File: src/rtl/vend_pkg.sv
// vend_pkg -- shared definitions for vending-machine display blocks.
//   state_t           : display FSM states (lamp test, blink, steady show, off)
//   CODE_MAX_W        : widest product code the onehot helper accepts
//   onehot_from_code  : product code -> one-hot lamp mask (code 0 -> no lamp)
package vend_pkg;

  typedef enum logic [1:0] {
    ST_LAMP  = 2'd0,
    ST_BLINK = 2'd1,
    ST_SHOW  = 2'd2,
    ST_OFF   = 2'd3
  } state_t;

  localparam int CODE_MAX_W = 5;

  // Bit (code-1) set for product code `code`; code 0 means "nothing selected".
  function automatic logic [31:0] onehot_from_code(input logic [CODE_MAX_W-1:0] code);
    logic [31:0] mask;
    mask = '0;
    if (code != '0) mask[code - 1'b1] = 1'b1;
    return mask;
  endfunction

endpackage

File: src/rtl/sat_counter.sv
// sat_counter -- per-product sale counter that sticks at its maximum value.
// Ports:
//   clk   : clock
//   rst   : synchronous active-high reset, clears the count
//   inc   : add one sale this cycle
//   count : current sale count (registered)
module sat_counter #(
  parameter int CNT_W = 8
) (
  input  logic             clk,
  input  logic             rst,
  input  logic             inc,
  output logic [CNT_W-1:0] count
);

  always_ff @(posedge clk) begin
    if (rst) begin
      count <= '0;
    end else if (inc && (count != {CNT_W{1'b1}})) begin
      count <= count + 1'b1;
    end
  end

endmodule

File: src/rtl/purchase_led_ctrl.sv
// purchase_led_ctrl -- shows the most recent purchase on a row of product LEDs.
// After reset all LEDs are lit (lamp test). A purchase blinks that product's
// LED for BLINK_REPS on/off pairs of BLINK_HALF cycles each, then leaves it lit.
// clear blanks the display. One saturating sale counter per product type.
// Ports:
//   clk         : clock
//   rst         : synchronous active-high reset
//   bought_type : product code sampled every cycle, nonzero = one purchase
//   clear       : blank the display (a simultaneous purchase takes priority)
//   sel         : product code whose sale count appears on count
//   led         : registered LED row, led[i-1] belongs to product i
//   busy        : registered, high while blinking
//   count       : combinational sale count of product sel (0 for sel 0)
module purchase_led_ctrl
  import vend_pkg::*;
#(
  parameter int TYPE_W     = 2,
  parameter int BLINK_HALF = 4,
  parameter int BLINK_REPS = 3,
  parameter int CNT_W      = 8
) (
  input  logic                         clk,
  input  logic                         rst,
  input  logic [TYPE_W-1:0]            bought_type,
  input  logic                         clear,
  input  logic [TYPE_W-1:0]            sel,
  output logic [(1 << TYPE_W) - 2:0]   led,
  output logic                         busy,
  output logic [CNT_W-1:0]             count
);

  localparam int NT        = (1 << TYPE_W) - 1;
  localparam int BLINK_LEN = 2 * BLINK_HALF * BLINK_REPS;
  localparam int BCNT_W    = $clog2(BLINK_LEN + 1);
  localparam int HCNT_W    = $clog2(BLINK_HALF + 1);

  state_t            state;
  logic [TYPE_W-1:0] cur_type;
  logic [BCNT_W-1:0] bcnt;   // cycles spent in BLINK since entry
  logic [HCNT_W-1:0] hcnt;   // cycles spent in the current half-period
  logic              phase;  // 1 = LED on

  logic [31:0]   new_full, cur_full;
  logic [NT-1:0] new_mask, cur_mask;
  logic          last_blink, half_end, phase_nxt;

  assign new_full = onehot_from_code(CODE_MAX_W'(bought_type));
  assign cur_full = onehot_from_code(CODE_MAX_W'(cur_type));
  assign new_mask = new_full[NT-1:0];
  assign cur_mask = cur_full[NT-1:0];

  assign last_blink = (bcnt == BCNT_W'(BLINK_LEN - 1));
  assign half_end   = (hcnt == HCNT_W'(BLINK_HALF - 1));
  assign phase_nxt  = half_end ? ~phase : phase;

  // Display FSM: purchase beats clear, and both beat whatever state we are in.
  always_ff @(posedge clk) begin
    if (rst) begin
      state    <= ST_LAMP;
      led      <= '1;
      busy     <= 1'b0;
      cur_type <= '0;
      bcnt     <= '0;
      hcnt     <= '0;
      phase    <= 1'b1;
    end else if (bought_type != '0) begin
      // The LED for the new type shows on this very edge, phase "on".
      state    <= ST_BLINK;
      cur_type <= bought_type;
      bcnt     <= '0;
      hcnt     <= '0;
      phase    <= 1'b1;
      led      <= new_mask;
      busy     <= 1'b1;
    end else if (clear) begin
      state <= ST_OFF;
      led   <= '0;
      busy  <= 1'b0;
    end else begin
      case (state)
        ST_BLINK: begin
          if (last_blink) begin
            state <= ST_SHOW;
            led   <= cur_mask;
            busy  <= 1'b0;
          end else begin
            bcnt  <= bcnt + 1'b1;
            hcnt  <= half_end ? '0 : hcnt + 1'b1;
            phase <= phase_nxt;
            led   <= phase_nxt ? cur_mask : '0;
          end
        end
        default: begin
          // LAMP, SHOW and OFF hold their LED pattern until the next event.
        end
      endcase
    end
  end

  // Entry 0 stands in for "no purchase" so sel indexes the array directly.
  logic [CNT_W-1:0] cnts [1 << TYPE_W];
  assign cnts[0] = '0;

  for (genvar i = 1; i <= NT; i++) begin : g_cnt
    sat_counter #(.CNT_W(CNT_W)) u_cnt (
      .clk   (clk),
      .rst   (rst),
      .inc   (bought_type == TYPE_W'(i)),
      .count (cnts[i])
    );
  end

  assign count = cnts[sel];

endmodule

File: config.mk
export PLATFORM = sky130hd
export DESIGN_NAME = purchase_led_ctrl
export DESIGN_NICKNAME = d
export VERILOG_FILES = /design/src/rtl/vend_pkg.sv /design/src/rtl/sat_counter.sv /design/src/rtl/purchase_led_ctrl.sv
export SDC_FILE = /design/constraint.sdc
export NUM_CORES = 1
export LEC_CHECK = 0
export CORE_ASPECT_RATIO = 0.9
export CORE_MARGIN = 2
export CORE_UTILIZATION = 61
export CTS_CLUSTER_DIAMETER = 30
export DETAILED_ROUTE_END_ITERATION = 6
export GPL_ROUTABILITY_DRIVEN = 0
export PLACE_DENSITY = 0.87
export SYNTH_ARGS = -nofsm -noshare
export SYNTH_HDL_FRONTEND = slang
export SYNTH_SLANG_ARGS = --single-unit
File: constraint.sdc
create_clock -name clk -period 2.8 [get_ports clk]
set_input_delay 0.42 -clock clk [delete_from_list [all_inputs] [get_ports clk]]
set_output_delay 0.42 -clock clk [all_outputs]
set_load 0.01 [all_outputs]
==> impl_metrics.tcl <==
set metrics [dict create \
    die_w_um 65.9 \
    crit_type "in -> out" \
    slowest_delay_ps 690 \
    cpMaxStageDelayCell "clkdlybuf4s50_1" \
    rr_endpoint "g_cnt[2].u_cnt.count[1]" \
    cts_hold_buf 0 \
    reg2reg_depth 6 \
    path_max_fanout 10 \
    path_depth 4 \
    grt_pass1_vias 1665 \
    diodes 0 \
    finalCritPeriodShare 0.933 \
    remaining_drc_errors 0 \
    finalHoldViolations 0 \
    grt_max_degree 24 \
    fmax_mhz 383 \
    crit_arrival_ps 2190 \
    final-setup-viol-count 0 \
    crit_buf_inv 2 \
    syn_area_mm2 0.00211 \
    cts_tree "yes" \
    hold_start "hcnt[2]" \
    clockBufferDepth 2 \
    worst-r2r-setup-slack_ps 1090 \
    syn-num-nets 250 \
    area_delta_synth_final_pct 15.7 \
    clockRootBuffer "clkbuf_8" \
    cp.required_ps 2380 \
    power.leakage_nw 0.906 \
    viasPerCell 6.05 \
    drv_slew 0 \
    insertion_delay_ps 300 \
    post_cts_buffers 0 \
    skew_ps 4.43 \
    drtIter0Drc 144 \
    total_power_mw 1.11 \
    end_kind "primary output" \
    die_area_mm2 0.00394 \
    ant_nets 0 \
    first_pass_iters 4 \
    dp_hpwl_um 3230 \
    outcome "finished, final reports clean" \
    slew_headroom 0.591 \
    final_nets 272 \
    ys_types 43 \
    crit_path_cell_trace "clkdlybuf4s50_1 > mux2_2 > a22o_1 > clkdlybuf4s50_1" \
    ys_warn_count 0 \
    final_cell_count_no_fill 305 \
    min_path_type "reg -> reg" \
    drv_cap 0 \
    antenna_found_initial 0 \
    start_util 0.633 \
    ir_worst_vdd_v 0.000309 \
    cts_sinks 41 \
    grtUsageTotal 0.250 \
    place.port_buffers 18 \
    vias 1846 \
    die_h_um 59.7 \
    setup-tns-final_ps 0 \
    cts_resized 0 \
    ys_seq_elements 41 \
    cp_common_cell "clkdlybuf4s50_1" \
    grt_pass1_wl_um 7470 \
    p_per_area_mw_per_mm2 454 \
    worstSetupStartpointType "input port" \
    wl_per_cell_um 14.8 \
    crit_family "buffers and inverters" \
    overflow 0 \
    syn_inst 238 \
    row_count 20 \
    rsz0062_at_grt "no" \
    synth-seq-area-share 0.390 \
    drive_above_1_share 0.107 \
    cts_made_buffers 5 \
    whs_endpoint "hcnt[2]" \
    htreeDepth 2 \
    fin_crit_ps 2610 \
    path_clk_slew_ps 80 \
    io_pins 19 \
    core-area_mm2 0.00333 \
    routed_wl_um 4510 \
    post-place-cells 297 \
    syn_area_per_cell_um2 8.85 \
    r2r_start "g_cnt[2].u_cnt.count[0]" \
    worst_pin_slew_ps 612 \
    holdPathStages 2 \
]
[cells in the mapped netlist]
library cell,number,share of area
dfxtp_1,41,0.39
a21oi_1,22,0.052
nor2_1,22,0.039
nand2_1,13,0.023
nand3_1,13,0.031
nor3_1,9,0.021
a22o_1,8,0.033
o21ai_0,8,0.019
mux2_2,7,0.037
xor2_1,7,0.029
a211oi_1,6,0.021
clkbuf_1,6,0.011
inv_1,6,0.011
ha_1,5,0.030
mux2i_1,5,0.024
o31ai_1,5,0.018
or3_1,5,0.015
a31oi_1,4,0.012
nand4_1,4,0.012
nor2b_1,4,0.012
or4_1,4,0.014
and3_1,3,0.0089
and4_1,3,0.012
xnor2_1,3,0.012
buf_2,2,0.0048
nand4b_1,2,0.0083
nor3b_1,2,0.0071
o21a_1,2,0.0071
o21ba_1,2,0.0095
o32a_1,2,0.0095
a211oi_2,1,0.0059
a41o_1,1,0.0048
and4b_1,1,0.0048
buf_1,1,0.0018
buf_6,1,0.0053
nand3b_1,1,0.0036
nand4_4,1,0.010
nor2b_4,1,0.0065
nor4bb_1,1,0.0048
o211ai_2,1,0.0059
o21ba_2,1,0.0048
o22a_1,1,0.0042
or2_2,1,0.0030
[area by class of cell]
cell class              instances  area [um^2]
multi-input cells             181         1210
inverters                       6         22.5
fillers                       266          892
well taps                      44         55.1
clock buffers                   5         68.8
clock inverters                 3         21.3
repair buffers                 25          233
flip-flops and latches         41          821
[worst min-delay path: cells and delay by family (launching register included)]
family	cells	cell delay [ps]
AO/OA/AOI/OAI	1	40
AND/OR/NAND/NOR	1	60
flip-flops	1	320
[routing by layer]
layer,vias to the layer above,global-route usage,wire (um)
li1,935,-,-
met1,858,0.326,2210
met2,38,0.384,2000
met3,15,0.0772,194
met4,0,0.111,108
met5,-,0,0
[worst max-delay path by stage]
stage,start,to,slack [ps]
finish,sel[1],count[5],190
global route,sel[1],count[2],130
CTS,sel[1],count[5],200
detailed placement,sel[1],count[5],210
global placement,sel[1],count[2],240
floorplan,sel[1],count[0],1060
[cells in the final DEF (no fill, tap or decap), types with 2 or more instances in the layout]
| cell | n |
|---|---|
| or3_1 | 5 |
| and4_1 | 3 |
| nor3b_1 | 2 |
| nand2_1 | 13 |
| a31oi_1 | 4 |
| clkdlybuf4s50_1 | 18 |
| o31ai_1 | 5 |
| nand4_1 | 4 |
| o32a_1 | 2 |
| nor2b_1 | 4 |
| xnor2_1 | 3 |
| xor2_1 | 7 |
| o21ba_1 | 2 |
| mux2_2 | 7 |
| dfxtp_1 | 41 |
| nand4b_1 | 2 |
| inv_1 | 6 |
| and3_1 | 3 |
| nor3_1 | 9 |
| clkbuf_8 | 5 |
| a22o_1 | 8 |
| or4_1 | 4 |
| nor2_1 | 22 |
| mux2i_1 | 5 |
| a211oi_1 | 6 |
| nand3_1 | 13 |
| ha_1 | 5 |
| o21ai_0 | 8 |
| a21oi_1 | 22 |
| o21a_1 | 2 |
| buf_4 | 7 |
[where the power goes]
part / switching, mW / internal, mW
clock: 0.214 / 0.177
combinational: 0.0533 / 0.0507
sequential: 0.0138 / 0.597
[registers in the layout, summed over array words and instances (netlist names)]
register and count:
bcnt 5, busy 1, state 2, g_cnt.u_cnt.count 24, hcnt 3, phase 1
cur_type 2, led 3
[kinds of logic (layout without fill, tap and decap cells)]
family,after synthesis,after routing,synth area share
adder cells (fa/ha/maj),5,5,0.0297
multiplexers,12,12,0.0612
buffers and inverters,16,39,0.0333
AO/OA/AOI/OAI,64,64,0.207
flip-flops,41,41,0.390
XOR/XNOR,10,10,0.0416
AND/OR/NAND/NOR,90,90,0.237
[through the flow]
stage                util  area, um^2  hold WS, ps  setup slack (ps)
global route        0.732        2440          491               127
finish              0.732        2440          454               189
CTS                 0.732        2440          442               197
global placement    0.705        2350          426               237
detailed placement  0.705        2350          430               206
floorplan               -        2110          412              1060
(Power assumes the default switching activity.)
